==> config.mk <==
export PLATFORM = sky130hd
export DESIGN_NAME = key_emit
export DESIGN_NICKNAME = d
export VERILOG_FILES = /design/src/rtl/key_emit.sv
export SDC_FILE = /design/constraint.sdc
export NUM_CORES = 1
export LEC_CHECK = 0
export CAP_MARGIN = 20
export CORE_ASPECT_RATIO = 0.6
export CORE_MARGIN = 2
export CORE_UTILIZATION = 55
export CTS_CLUSTER_DIAMETER = 30
export DETAILED_ROUTE_END_ITERATION = 16
export HOLD_SLACK_MARGIN = 0.02
export PLACE_DENSITY = 0.85
export SYNTH_ARGS = -nofsm -noshare
export SYNTH_HDL_FRONTEND = slang
export SYNTH_SLANG_ARGS = --single-unit
==> constraint.sdc <==
create_clock -name clk -period 4.5 [get_ports clk]
set_clock_uncertainty 0.05 [all_clocks]
set_input_delay 0.9 -clock clk [delete_from_list [all_inputs] [get_ports clk]]
set_output_delay 0.9 -clock clk [all_outputs]
set_load 0.01 [all_outputs]
==> src/rtl/key_emit.sv <==
// key_emit: drains a small packet FIFO and serializes each 4-bit packet onto
// the active-low start/key0/key1 lines of the two-key packet protocol.
module key_emit #(
   parameter int PRE_CYCLES = 3,
   parameter int BIT_HOLD   = 1,
   parameter int GAP_CYCLES = 1,
   parameter int FIFO_DEPTH = 4
) (
   input  logic       clk,
   input  logic       rst,
   input  logic       pkt_valid,
   input  logic [3:0] pkt_data,
   output logic       pkt_ready,
   output logic       start_o,
   output logic       key0_o,
   output logic       key1_o,
   output logic       busy,
   output logic [7:0] sent_count
);

   localparam int AW      = (FIFO_DEPTH > 1) ? $clog2(FIFO_DEPTH) : 1;
   localparam int MAX_PB  = (PRE_CYCLES > BIT_HOLD) ? PRE_CYCLES : BIT_HOLD;
   localparam int CNT_MAX = (MAX_PB > GAP_CYCLES) ? MAX_PB : GAP_CYCLES;
   localparam int CW      = $clog2(CNT_MAX + 1);

   localparam logic [CW-1:0] PRE_LAST = CW'(PRE_CYCLES - 1);
   localparam logic [CW-1:0] BIT_LAST = CW'(BIT_HOLD - 1);
   localparam logic [CW-1:0] GAP_LAST = CW'(GAP_CYCLES - 1);
   localparam logic [AW:0]   DEPTH    = (AW + 1)'(FIFO_DEPTH);

   typedef enum logic [2:0] {
      S_IDLE,
      S_PRE,
      S_BIT,
      S_GAP,
      S_DONE
   } state_t;

   state_t         state_q, state_d;
   logic [CW-1:0]  cnt_q, cnt_d;
   logic [1:0]     bit_q, bit_d;
   logic [3:0]     sh_q, sh_d;

   logic [3:0]     mem_q [FIFO_DEPTH];
   logic [AW-1:0]  wr_ptr_q, wr_ptr_d;
   logic [AW-1:0]  rd_ptr_q, rd_ptr_d;
   logic [AW:0]    count_q, count_d;

   logic           start_q, start_d;
   logic           key0_q, key0_d;
   logic           key1_q, key1_d;
   logic           ready_q, ready_d;
   logic           busy_q, busy_d;
   logic [7:0]     sent_q, sent_d;

   logic           push;
   logic           pop;
   logic           done;

   // pkt_ready is itself a register equal to !full, so push needs no extra qualification.
   assign push = pkt_valid && ready_q;

   // ---------------------------------------------------------------- FIFO
   always_ff @(posedge clk) begin
      if (push) begin
         mem_q[wr_ptr_q] <= pkt_data;
      end
   end

   always_comb begin
      wr_ptr_d = wr_ptr_q;
      rd_ptr_d = rd_ptr_q;
      count_d  = count_q;
      if (push) begin
         wr_ptr_d = wr_ptr_q + 1'b1;
      end
      if (pop) begin
         rd_ptr_d = rd_ptr_q + 1'b1;
      end
      if (push && !pop) begin
         count_d = count_q + 1'b1;
      end else if (pop && !push) begin
         count_d = count_q - 1'b1;
      end
   end

   // ---------------------------------------------------------------- FSM
   always_comb begin
      state_d = state_q;
      cnt_d   = cnt_q;
      bit_d   = bit_q;
      sh_d    = sh_q;
      pop     = 1'b0;
      done    = 1'b0;
      case (state_q)
         S_IDLE: begin
            if (count_q != '0) begin
               pop     = 1'b1;
               sh_d    = mem_q[rd_ptr_q];
               bit_d   = 2'd0;
               cnt_d   = '0;
               state_d = S_PRE;
            end
         end
         S_PRE: begin
            if (cnt_q == PRE_LAST) begin
               cnt_d   = '0;
               state_d = S_BIT;
            end else begin
               cnt_d = cnt_q + 1'b1;
            end
         end
         S_BIT: begin
            if (cnt_q == BIT_LAST) begin
               cnt_d = '0;
               if (bit_q == 2'd3) begin
                  state_d = S_DONE;
               end else begin
                  sh_d    = {sh_q[2:0], 1'b0};
                  bit_d   = bit_q + 1'b1;
                  state_d = (GAP_CYCLES == 0) ? S_BIT : S_GAP;
               end
            end else begin
               cnt_d = cnt_q + 1'b1;
            end
         end
         S_GAP: begin
            if (cnt_q == GAP_LAST) begin
               cnt_d   = '0;
               state_d = S_BIT;
            end else begin
               cnt_d = cnt_q + 1'b1;
            end
         end
         S_DONE: begin
            done    = 1'b1;
            state_d = S_IDLE;
         end
         default: begin
            state_d = S_IDLE;
         end
      endcase
   end

   // Outputs are registered from the next state so the lines line up with state_q.
   always_comb begin
      start_d = (state_d != S_PRE);
      key0_d  = !((state_d == S_BIT) && sh_d[3]);
      key1_d  = !((state_d == S_BIT) && !sh_d[3]);
      ready_d = (count_d != DEPTH);
      busy_d  = (state_d != S_IDLE) || (count_d != '0);
      sent_d  = done ? sent_q + 8'd1 : sent_q;
   end

   always_ff @(posedge clk) begin
      if (rst) begin
         state_q  <= S_IDLE;
         cnt_q    <= '0;
         bit_q    <= 2'd0;
         sh_q     <= 4'd0;
         wr_ptr_q <= '0;
         rd_ptr_q <= '0;
         count_q  <= '0;
         start_q  <= 1'b1;
         key0_q   <= 1'b1;
         key1_q   <= 1'b1;
         ready_q  <= 1'b1;
         busy_q   <= 1'b0;
         sent_q   <= 8'd0;
      end else begin
         state_q  <= state_d;
         cnt_q    <= cnt_d;
         bit_q    <= bit_d;
         sh_q     <= sh_d;
         wr_ptr_q <= wr_ptr_d;
         rd_ptr_q <= rd_ptr_d;
         count_q  <= count_d;
         start_q  <= start_d;
         key0_q   <= key0_d;
         key1_q   <= key1_d;
         ready_q  <= ready_d;
         busy_q   <= busy_d;
         sent_q   <= sent_d;
      end
   end

   assign pkt_ready  = ready_q;
   assign start_o    = start_q;
   assign key0_o     = key0_q;
   assign key1_o     = key1_q;
   assign busy       = busy_q;
   assign sent_count = sent_q;

endmodule
Yosys cells after proc, flatten, opt, wreduce, memory -nomap -nowiden
Memories as Yosys holds them, arrays and structs flattened. A register that Yosys moved wholly into a read port is not among the register bits.
Cells that the tools add are included.
{ "classes": {"n_addsub": 7, "n_mul": 0, "div": 0, "order_cmp": 0, "n_eq_ne": 12, "shifts": 0, "n_mux": 26, "bitwise": 0, "n_reduce_logical": 21} }
{ "op_table": {"columns": ["op", "n"], "rows": [
  ["3-bit two-way mux", 7],
  ["2-bit two-way mux", 7],
  ["4-bit two-way mux", 3],
  ["3-bit one-hot mux with 4 select lines", 1],
  ["3-bit nonzero test", 4],
  ["3-bit by 2-bit == test with 1-bit output, second input constant", 3],
  ["2-bit by 1-bit adder with 2-bit output, second input constant", 4],
  ["8-bit by 1-bit adder with 8-bit output, second input constant", 1],
  ["4-bit one-hot mux with 2 select lines", 1],
  ["2-bit != test, second input constant", 3],
  ["2-bit one-hot mux with 3 select lines", 1],
  ["1-bit logical AND", 5],
  ["1-bit zero test", 5],
  ["1-bit two-way mux", 5],
  ["2-bit == test, second input constant", 2],
  ["2-bit one-hot mux with 2 select lines", 1],
  ["4-bit AND reduction", 1],
  ["3-bit by 1-bit adder with 3-bit output, second input constant", 1],
  ["3-bit by 1-bit == test with 1-bit output, second input constant", 1],
  ["3-bit == test, second input constant", 1],
  ["3-bit zero test", 1],
  ["3-bit by 1-bit != test with 1-bit output, second input constant", 1],
  ["3-bit != test, second input constant", 1],
  ["3-bit by 1-bit subtractor with 3-bit output, second input constant", 1],
  ["other kinds (5)", 5]
]} }
{ "word_totals": {"register_bits": 31, "latch_bits": 0, "ramBits": 16, "mem_bits_ro": 0, "out_inout_bits": 13, "word_cells": 81, "n_memories": 1} }
{ "memory_table": {"columns": ["name", "depth", "width", "read_ports", "rd_ports_with_merged_regs", "write_ports", "line", "source"], "rows": [
  ["mem_q", 4, 4, 1, 1, 1, "44", "logic [3:0] mem_q [FIFO_DEPTH];"]
]} }

Longest topological paths before layout
Gate-level depths: netlist of the first run.
{ "logic_depth": {"word_depth": 8, "mapped_depth": 8} }

Least setup slack after synthesis of the first run
No wires, ideal clock.
{ "synth_timing": {"kind": "input-to-reg", "start": "in pkt_valid", "end": "reg busy_q, in the netlist busy", "setup_time_ns": 0.133, "t_arrival_ns": 1.831, "required_ns": 4.317, "slack_ns": 2.486, "cell_stages": 4, "n_path_buf": 0, "path_cell_list": "nand2_2 -> or4_2 -> o311ai_2 -> a31oi_1"} }
{ "synth_between": {"elab_chain_len": 7, "word_cells_on_any_way": 8, "classes_between": "mux: 2; reduce/logical: 6"} }
{ "synth_rtl": {"columns": ["element", "line", "source"], "rows": [
  ["start: declaration", "11", "input logic pkt_valid,"],
  ["1-bit logical AND *", "61", "assign push = pkt_valid && ready_q;"],
  ["1-bit zero test", "82", "end else if (pop && !push) begin"],
  ["1-bit logical AND", "82", null],
  ["3-bit two-way mux", "82", null],
  ["3-bit two-way mux *", "80", "if (push && !pop) begin"],
  ["3-bit nonzero test *", "151", "busy_d = (state_d != S_IDLE) || (count_d != '0);"],
  ["1-bit logical OR *", "151", null],
  ["end signal: assignment", "182", "busy_q <= busy_d;"],
  ["end: declaration", "53", "logic busy_q, busy_d;"]
]} }
Every way passes the cells marked *; elsewhere a longest branch is shown, timed or not.
A chain may end at the register's enable or synchronous reset.

Final worst setup path of the first run
{ "layout_timing": {"start": "reg count_q[0]", "end": "reg key0_q, in the netlist key0_o"} }
{ "layout_between": {"elab_chain_len": 6, "word_cells_on_any_way": 8, "classes_between": "eq/ne: 1; mux: 4; reduce/logical: 3"} }
{ "layout_rtl": {"columns": ["element", "line", "source"], "rows": [
  ["start: declaration", "47", "logic [AW:0] count_q, count_d;"],
  ["start signal: assignment", "177", "count_q <= count_d;"],
  ["3-bit nonzero test *", "97", "if (count_q != '0) begin"],
  ["3-bit two-way mux", "97", null],
  ["3-bit one-hot mux with 4 select lines", "95", "case (state_q)"],
  ["3-bit by 2-bit == test with 1-bit output", "148", "key0_d = !((state_d == S_BIT) && sh_d[3]);"],
  ["1-bit logical AND *", "148", null],
  ["1-bit zero test *", "148", null],
  ["end signal: assignment", "179", "key0_q <= key0_d;"],
  ["end: declaration", "50", "logic key0_q, key0_d;"]
]} }
Every way passes the cells marked *; elsewhere a longest branch is shown, timed or not. The select of a mux whose other input is x is not followed.

==> impl_results.md, run 1 <==
- Vias: 1373
- Pwr/cell area: about 530 nW/um^2
- Routability cong.: between 0.7 and 0.8
- Worst-path clk slew: 0.09 ns
- Period utilization: 0.544
- Max rail drop VDD: roughly 0.22 mV
- Yosys cell types: between 40 and 50
- Crit path max fanout: 15
- Dominant cell type by area after synthesis: dfxtp_1
- Final slew viol count: 0
- Beginning of the critical path: count_q[0]
- Seq cells post-synth: 49
- Count leader, synth: dfxtp_1
- Layout area overhead: 14.0%
- Hold Crit Class: register to register
- Grt met3 use: 0.0693
- Num ports: 20
- Root Driver: clkbuf_8
- WP data arrival: between 2 and 3 ns
- Final net count: approximately 230
- GRT Total Usage: 0.187
- Wire per inst: between 10 and 15 um
- Setup TNS: 0 ns
- Met1 Resource Use GR: 0.281
- Clk Latency, worst-skew pair: 0.31 ns
- Max-cap violations: 0
- RSZ-0062 raised after global routing: false
- Total Power: about 0.0013 W
- Post-DRT Antenna Nets: 0
- Total CTS buffers: 5
- Cells after Synth: ~190
- Longest Clk Path Bufs: 2
- Hold buffers post-CTS: 0
- # Post-CTS Setup Buffers: 0
- IO buf count: 19
- Hold Startpoint: sh_q[1]
- Slew headroom: 0.430
- Busiest metal layer after global routing: met1
- Layout cells sized above 1: 0.126
- Final Util: 0.663
- Worst path max stage delay: around 0.64 ns
- Largest cells by area after synthesis: dfxtp_1 31%, edfxtp_1 22%, ha_1 8.1%, mux4_2 4.2%, nor2_1 3.8%
- Largest net degree at the start of global routing: 30
- CP Capture Type: register
- Fmax: roughly 410 MHz
- Die area: 4470 um^2
- Drt total wl: between 3000 and 4000 um
- Vias per inst: about 5.4
- Die Width: 85.0 um
- Most frequent cells after synthesis: 33 x dfxtp_1, 22 x nor2_1, 16 x edfxtp_1
- Synth warnings: 0
- Detail Placement HPWL: 2510 um
- GRT Residual Overflow: 0
- Initial Util: 0.582
- Grt met2 use: 0.243
- Avg Cell Area, Syn: approximately 12 um^2
- CP Launch Type: register
- Final cell count without fillers: between 200 and 300
- First drt pass iteration count: 4
- Clk sinks: 49
- Primary FF master, synth: dfxtp_1
- Sequential element share of the synthesized area: 0.527
- Leakage: 0.927 nW
- Post-route DRC: 0
- RR Startpoint: count_q[0]
- Top-area cell type share of the netlist area: 0.305
- Std-Cell Core Area: between 3000 and 4000 um^2
- Final Critical Period: 2.45 ns
- Crit path kind: register to register
- Row count: 17
- Post-CTS resize count: 0
- Global-route wire length before repair: slightly above 6000 um
- Netlist Area Pre-Place: around 2200 um^2
- Post-synth EDFFs: 16
- DRT iter0 DRCs: between 100 and 150
- Htree depth: 2
- Initial antenna violation count: 0
- Antenna diodes: 0
- Slew at the pin closest to its max-slew limit: roughly 0.85 ns
- Synth async-reset ratio: 0
- Hold Fails Final Rpt: 0
- CP required: roughly 4.7 ns
- CTS tree: yes
- Syn nets: ~210
- Die Height: around 53 um
- Critical-path cell list: inv_1, ha_1, nor2b_2, nor4_4, nor2_1, a221oi_2, nand2b_1
- Crit-path slowest cell: nor4_4
- Vias in the first global route: between 1000 and 1500
- Setup violators final: 0
- Outcome: complete, no violations
- Placed cells: roughly 250
final cells by class:
| type | count | area (um^2) |
|---|---|---|
| Timing Repair Buffer | 20 | 198 |
| Multi-Input combinational cell | 123 | 952 |
| Clock buffer | 7 | 86.3 |
| Clock inverter | 1 | 6.26 |
| Fill cell | 260 | 1250 |
| Tap cell | 47 | 58.8 |
| Inverter | 7 | 26.3 |
| Sequential cell | 49 | 1140 |
cell families (layout without fill, tap and decap cells):
logic type | after synthesis | count (layout) | synth area share
DFF | 49 | 49 | 0.527
xor gates and xnor gates | 13 | 13 | 0.0526
muxes | 8 | 8 | 0.0624
buffers and inverters | 13 | 35 | 0.0329
and+or+nand+nor | 66 | 66 | 0.168
adders and majority gates | 15 | 15 | 0.0856
AOI/OAI and AO/OA | 21 | 21 | 0.0711
worst paths after layout:
| path | endpoint | slack (ns) | depth (start not counted) |
|---|---|---|---|
| worst min register to register | sh_q[2] | 0.41 | 2 |
| worst max-delay path | key0_o | 2.05 | 7 |
| worst max register to register | key0_o | 2.05 | 7 |
| worst min-delay path | sh_q[2] | 0.41 | 2 |
routing by layer:
layer,routed length [um],vias up
li1,-,698
met1,1910,639
met2,1390,29
met3,221,7
met4,47,0
met5,0,-
cells in the final DEF (no fill, tap or decap), types with 2 or more instances in the layout:
master	synthesis	layout
a21oi_1	9	9
a221oi_1	2	2
a22oi_1	4	4
and2b_2	2	2
and3_1	6	6
clkbuf_8	0	6
clkdlybuf4s50_1	0	19
dfxtp_1	33	33
edfxtp_1	16	16
ha_1	14	14
inv_1	7	7
mux2i_1	3	3
mux4_2	4	4
nand2_1	12	12
nand3_1	5	5
nand4_1	3	3
nor2_1	22	22
nor3_1	2	2
xnor2_1	6	6
xor2_1	7	7
power by group:
group	total (W)	internal [W]	switching [W]
clock network	0.000270	0.000125	0.000144
registers	0.000606	0.000537	0.0000684
logic	0.000439	0.000211	0.000228
total	0.00131	0.000874	0.000441
through the flow:
step / setup slack, ns / hold WS [ns] / area (um^2)
after global routing: 1.77 / 0.439 / 2470
after global placement: 1.84 / 0.392 / 2380
after detailed placement: 1.79 / 0.399 / 2380
after CTS: 2.06 / 0.412 / 2470
after floorplan: 2.49 / 0.381 / 2160
final: 2.05 / 0.413 / 2470
critical path: cells and delay by family (launching register included):
family,cells,cell delay (ns)
DFF,1,0.44
adders and majority gates,1,0.20
and+or+nand+nor,4,1.25
buffers and inverters,1,0.11
AOI/OAI and AO/OA,1,0.35
sequential cells by signal (all words and copies together) (netlist names), named ones only:
signal,count
bit_q,2
busy,1
cnt_q,2
count_q,3
key0_o,1
key1_o,1
mem_q,16
pkt_ready,1
rd_ptr_q,2
sent_count,8
sh_q,4
start_o,1
state_q,3
wr_ptr_q,2
(Power assumes the default switching activity.)
==> run 2: changes to the inputs <==
--- a/config.mk
+++ b/config.mk
@@ -8,11 +8,11 @@
 export CAP_MARGIN = 20
 export CORE_ASPECT_RATIO = 0.6
 export CORE_MARGIN = 2
-export CORE_UTILIZATION = 55
+export CORE_UTILIZATION = 51
 export CTS_CLUSTER_DIAMETER = 30
 export DETAILED_ROUTE_END_ITERATION = 16
 export HOLD_SLACK_MARGIN = 0.02
-export PLACE_DENSITY = 0.85
+export PLACE_DENSITY = 0.83
 export SYNTH_ARGS = -nofsm -noshare
 export SYNTH_HDL_FRONTEND = slang
 export SYNTH_SLANG_ARGS = --single-unit
==> constraint.sdc (replaced) <==
create_clock -name clk -period 2.25 [get_ports clk]
set_clock_uncertainty 0.05 [all_clocks]
set_input_delay 0.45 -clock clk [delete_from_list [all_inputs] [get_ports clk]]
set_output_delay 0.45 -clock clk [all_outputs]
set_load 0.01 [all_outputs]
==> run 2 against run 1 <==
Compared with the run above: worst setup slack worse by 1.9 ns; non-clock buffer count is 6 higher; register-to-register slack worse by 1.9 ns; largest power group unchanged; sequential share of layout area is 1.4 points lower; critical endpoint unchanged; first-iteration DRC count is 40% lower; count of clock-buffer cells in the layout is 2 lower; global-route usage is 0.74 points lower; combinational power is 120% higher; final cell count is 7.5% higher; critical path depth is 1 higher; fmax is 17% higher; via count is 1.8% higher.
==> impl_results.md, run 2 (synthesized netlist as in run 1, its figures left out) <==
- Leakage: 0.957 nW (was 0.927 nW)
- Final slew viol count: 0 (unchanged)
- Clk Latency, worst-skew pair: 0.31 ns (about the same)
- GRT Residual Overflow: 0 (unchanged)
- Total Power: 0.00271 W (was 0.00131 W)
- # Post-CTS Setup Buffers: 0 (unchanged)
- Antenna diodes: 0 (unchanged)
- Total CTS buffers: 5 (unchanged)
- CP Capture Type: register (unchanged)
- Most common cell after layout, fill and taps aside: dfxtp_1 (unchanged)
- Setup ws final: 0.161 ns (was 2.05 ns)
- First drt pass iteration count: 6 (was 4)
- Most frequent cells in the layout: 33 x dfxtp_1, 22 x nor2_1, 19 x clkdlybuf4s50_1 (unchanged)
- R2R setup slack: 0.16 ns (was 2.05 ns)
- Fillers: 345 (was 260)
- Top reg by flops: mem_q (unchanged)
- Fmax: 479 MHz (was 409 MHz)
- Period utilization: 0.929 (was 0.544)
- Die area: 4800 um^2 (was 4470 um^2)
- Worst-path clk slew: 0.10 ns (was 0.09 ns)
- Max FFs per register: 16 (unchanged)
- Num ports: 20 (unchanged)
- Hold Fails Final Rpt: 0 (unchanged)
- Die Height: 54.5 um (was 52.6 um)
- Placed cells: 265 (was 246)
- Die Width: 88.1 um (was 85.0 um)
- Final net count: 233 (was 227)
- IO buf count: 19 (unchanged)
- Vias: 1398 (was 1373)
- Std-Cell Core Area: 4100 um^2 (was 3720 um^2)
- Pre-CTS WS: 0.168 ns (was 1.79 ns)
- GRT Total Usage: 0.180 (was 0.187)
- Routability cong.: 0.906 (was 0.777)
- Pwr/cell area: 1070 nW/um^2 (was 532 nW/um^2)
- Crit path max fanout: 7 (was 15)
- Hold Crit Class: register to register (unchanged)
- Initial Util: 0.528 (was 0.582)
- Longest Clk Path Bufs: 2 (unchanged)
- Slew at the pin closest to its max-slew limit: 0.484 ns (was 0.849 ns)
- Initial antenna violation count: 0 (unchanged)
- Max-cap violations: 0 (unchanged)
- Largest net degree at the start of global routing: 18 (was 30)
- Clk sinks: 49 (unchanged)
- Post-route DRC: 0 (unchanged)
- Final Critical Period: 2.09 ns (was 2.45 ns)
- Setup violators final: 0 (unchanged)
- CP Launch Type: register (unchanged)
- Drt total wl: 3690 um (was 3580 um)
- Slew headroom: 0.675 (was 0.430)
- RSZ-0062 raised after global routing: false (unchanged)
- Post-DRT Antenna Nets: 0 (unchanged)
- Global-route wire length before repair: 6290 um (was 6220 um)
- CP required: 2.46 ns (was 4.71 ns)
- Detail Placement HPWL: 2690 um (was 2510 um)
- DRT iter0 DRCs: 62 (was 103)
- Final cell count without fillers: 273 (was 254)
- Layout area overhead: 17.5% (was 14.0%)
- Layout cells sized above 1: 0.155 (was 0.126)
- Max rail drop VDD: 0.410 mV (was 0.220 mV)
- Post-CTS resize count: 0 (unchanged)
- WP data arrival: 2.30 ns (was 2.66 ns)
- Wire per inst: 13.5 um (was 14.1 um)
- Setup TNS: 0 ns (unchanged)
- Hold buffers post-CTS: 0 (unchanged)
- Row count: 18 (was 17)
- Vias in the first global route: 1364 (was 1270)
- Final Util: 0.621 (was 0.663)
- Outcome: complete, no violations (unchanged)
- Vias per inst: 5.12 (was 5.41)
- Root Driver: clkbuf_8 (unchanged)
- CTS tree: yes (unchanged)
- Htree depth: 2 (unchanged)
- Crit path kind: register to register (unchanged)
-- run 2: cell types whose count changed in the layout (fill, tap and decap cells not counted) --
cell	delta
buf_4	+5
inv_4	-1
clkbuf_8	-1
buf_12	+1
inv_6	+2
clkinvlp_4	+1
clkbuf_1	-1
-- run 2: where the power goes --
part / total, W / internal, W / leakage, nW / switching, W
logic: 0.000955 / 0.000493 / 0.495 / 0.000462
registers: 0.00121 / 0.00108 / 0.416 / 0.000139
clock network: 0.000545 / 0.000227 / 0.0452 / 0.000318
total: 0.00271 / 0.00179 / 0.957 / 0.000919
-- run 2: layout make-up --
cell class	instances	area (um^2)	share of cell area
clock inverter	3	25.0	0.00984
inverter	7	26.3	0.0103
tap	60	75.1	0.0295
multi-input combinational	123	952	0.374
sequential	49	1140	0.449
timing repair buffer	26	255	0.100
clock buffer	5	68.8	0.0271
-- run 2: final timing paths --
path / start / endpoint / cells past startpoint
min reg2reg: sh_q[0] / sh_q[1] / 2
max: count_q[0] / key0_o / 8
min: sh_q[0] / sh_q[1] / 2
max reg2reg: count_q[0] / key0_o / 8
-- run 2: layer usage --
metal  up-vias  GRT usage  wire, um
met3         5     0.0452       109
met2        21      0.260      1400
li1        714          -         -
met4         0     0.0682        51
met5         -          0         0
met1       658      0.261      2130
-- run 2: critical path, stage by stage (launching register included) --
cell and delay, ns:
dfxtp_1 0.43, inv_1 0.11, ha_1 0.20, nor2b_2 0.17, nor4_4 0.37, buf_12 0.18, nor2_1 0.11, a221oi_2 0.31
nand2b_1 0.14
-- run 2: metrics by stage --
stage | hold slack (ns) | cell area (um^2)
floorplan | 0.381 | 2160
global placement | 0.397 | 2450
detailed placement | 0.400 | 2450
CTS | 0.416 | 2540
global route | 0.443 | 2540
finish | 0.413 | 2540
==> run 3: changes to the inputs <==
--- a/config.mk
+++ b/config.mk
@@ -6,13 +6,14 @@
 export NUM_CORES = 1
 export LEC_CHECK = 0
 export CAP_MARGIN = 20
+export CELL_PAD_IN_SITES_DETAIL_PLACEMENT = 1
+export CELL_PAD_IN_SITES_GLOBAL_PLACEMENT = 2
 export CORE_ASPECT_RATIO = 0.6
-export CORE_MARGIN = 2
-export CORE_UTILIZATION = 51
+export CORE_UTILIZATION = 34
 export CTS_CLUSTER_DIAMETER = 30
 export DETAILED_ROUTE_END_ITERATION = 16
 export HOLD_SLACK_MARGIN = 0.02
-export PLACE_DENSITY = 0.83
+export PLACE_DENSITY = 0.82
 export SYNTH_ARGS = -nofsm -noshare
 export SYNTH_HDL_FRONTEND = slang
 export SYNTH_SLANG_ARGS = --single-unit
==> run 3 against run 2 <==
Compared with the run above: cell area rose by 1.3%; hold slack better by 0.010 ns; final cell count rose by 9.5%; count of clock-buffer cells in the layout stayed put; global-route usage is 3.6 points lower; die area increased by 40%; non-clock buffer count is 2 higher; sequential share of layout area fell by 0.59 points; worst setup slack better by 0.050 ns; utilization fell by 20 points; critical path type unchanged; highest routed layer unchanged.
==> impl_results.md, run 3 (synthesized netlist as in run 1, its figures left out) <==
- DRT iter0 DRCs: 67 (was 62)
- Outcome: complete, no violations (unchanged)
- CP required: 2.38 ns (was 2.46 ns)
- Clock power share: 0.200 (was 0.201)
- Footprint of the multi-input gates: 952 um^2 (unchanged)
- Fillers: 664 (was 345)
- Total CTS buffers: 5 (unchanged)
- Slew at the pin closest to its max-slew limit: 0.500 ns (was 0.484 ns)
- Final Critical Period: 2.04 ns (was 2.09 ns)
- Vias in the first global route: 1515 (was 1364)
- Drt total wl: 4310 um (was 3690 um)
- GRT Total Usage: 0.143 (was 0.180)
- Slew headroom: 0.665 (was 0.675)
- Max rail drop VDD: 0.385 mV (was 0.410 mV)
- Post-CTS resize count: 0 (unchanged)
- First drt pass iteration count: 4 (was 6)
- CP Capture Type: register (unchanged)
- Crit path kind: register to register (unchanged)
- GRT Residual Overflow: 0 (unchanged)
- Final Util: 0.420 (was 0.621)
- RSZ-0062 raised after global routing: false (unchanged)
- Layout area overhead: 19.1% (was 17.5%)
- Htree depth: 2 (unchanged)
- Longest Clk Path Bufs: 2 (unchanged)
- Max-cap violations: 0 (unchanged)
- IO buf count: 19 (unchanged)
- Largest net degree at the start of global routing: 19 (was 18)
- Clk Latency, worst-skew pair: 0.30 ns (was 0.31 ns)
- Vias per inst: 4.75 (was 5.12)
- # Post-CTS Setup Buffers: 0 (unchanged)
- WHS Path Cells: 2 (unchanged)
- Hold buffers post-CTS: 0 (unchanged)
- Initial Util: 0.353 (was 0.528)
- CTS tree: yes (unchanged)
- Antenna diodes: 0 (unchanged)
- Global-route wire length before repair: 7360 um (was 6290 um)
- Routability cong.: 0.775 (was 0.906)
- Leakage: 0.968 nW (was 0.957 nW)
- Layout cells sized above 1: 0.163 (was 0.155)
- Net Sw Frac: 0.346 (was 0.339)
- Wire per inst: 14.4 um (was 13.5 um)
- Hold Fails Final Rpt: 0 (unchanged)
- Die Width: 105 um (was 88.1 um)
- Length in cells of the worst reg-to-reg path: 8 (unchanged)
- Sequential power share: 0.445 (was 0.447)
- Register Area: 1140 um^2 (unchanged)
- Die area: 6700 um^2 (was 4800 um^2)
- Max FFs per register: 16 (unchanged)
- Pwr/cell area: 1060 nW/um^2 (was 1070 nW/um^2)
- Fmax: 490 MHz (was 479 MHz)
- WP data arrival: 2.16 ns (was 2.30 ns)
- Most common cell after layout, fill and taps aside: dfxtp_1 (unchanged)
- Root Driver: clkbuf_8 (unchanged)
- Setup TNS: 0 ns (unchanged)
- Final net count: 235 (was 233)
- Setup violators final: 0 (unchanged)
- Die Height: 63.8 um (was 54.5 um)
- Combinational share of power: 0.356 (was 0.352)
- Initial antenna violation count: 0 (unchanged)
- Crit path max fanout: 7 (unchanged)
- P_int: 0.00178 W (was 0.00179 W)
- Std-Cell Core Area: 6140 um^2 (was 4100 um^2)
- Hold Crit Class: register to register (unchanged)
- Post-route DRC: 0 (unchanged)
- Worst-path clk slew: 0.10 ns (about the same)
- NetSw: 0.000942 W (was 0.000919 W)
- Detail Placement HPWL: 3270 um (was 2690 um)
- Top reg by flops: mem_q (unchanged)
- Period utilization: 0.906 (was 0.929)
- Clk sinks: 49 (unchanged)
- Num ports: 20 (unchanged)
- Row count: 22 (was 18)
- CP Launch Type: register (unchanged)
- Final hold slack: 0.423 ns (was 0.413 ns)
- Final slew viol count: 0 (unchanged)
- Most frequent cells in the layout: 33 x dfxtp_1, 22 x nor2_1, 19 x clkdlybuf4s50_1 (unchanged)
- Vias: 1421 (was 1398)
- Post-DRT Antenna Nets: 0 (unchanged)
## run 3: cell types whose count changed in the layout (fill, tap and decap cells not counted), sizes merged
cell / delta
clkinvlp: -1
inv: +1
buf: +2
## run 3: critical path, cell delays in order, from the launching register on
cell      delay, ns
dfxtp_1        0.36
inv_1          0.11
ha_1           0.14
nor2b_2        0.19
nor4_4         0.05
buf_4          0.18
or4_2          0.58
o311ai_2       0.13
a31oi_1        0.12
## run 3: cell type report
type	instances	share of cell area
repair buffers	28	0.100
well taps	84	0.0408
inverters	7	0.0102
clock inverters	3	0.0102
multi-input cells	123	0.369
flip-flops and latches	49	0.443
clock buffers	5	0.0267
## run 3: layer usage
layer  GRT usage  part of all wire
met4      0.0440             0.011
met1       0.204              0.54
met3      0.0408             0.034
met5           0                 0
met2       0.210              0.42
## run 3: path summary, 6_finish.rpt
kind / from / end / slack, ns
setup / recovery: count_q[1] / busy / 0.21
hold / removal: sh_q[1] / sh_q[2] / 0.42
setup reg to reg: count_q[1] / busy / 0.21
hold reg to reg: sh_q[1] / sh_q[2] / 0.42
## run 3: power by group through the flow
stage	Clock [W]	Sequential (W)	Combinational, W
6_report	0.000543	0.00121	0.000968
4_1_cts	0.000565	0.00121	0.000981
3_5_place_dp	0	0.00123	0.000965
5_1_grt	0.000596	0.00124	0.00108
3_3_place_gp	0	0.00123	0.000943
2_1_floorplan	0	0.00119	0.000730
## run 3: per-stage QoR
stage	instance area, um^2	std cells	worst slack (ns)	total power, W
after floorplan	2160	185	0.315	0.00192
after global placement	2480	291	0.202	0.00217
after detailed placement	2480	291	0.166	0.00220
after CTS	2580	299	0.183	0.00276
after global routing	2580	299	0.0745	0.00291
final	2580	299	0.211	0.00272
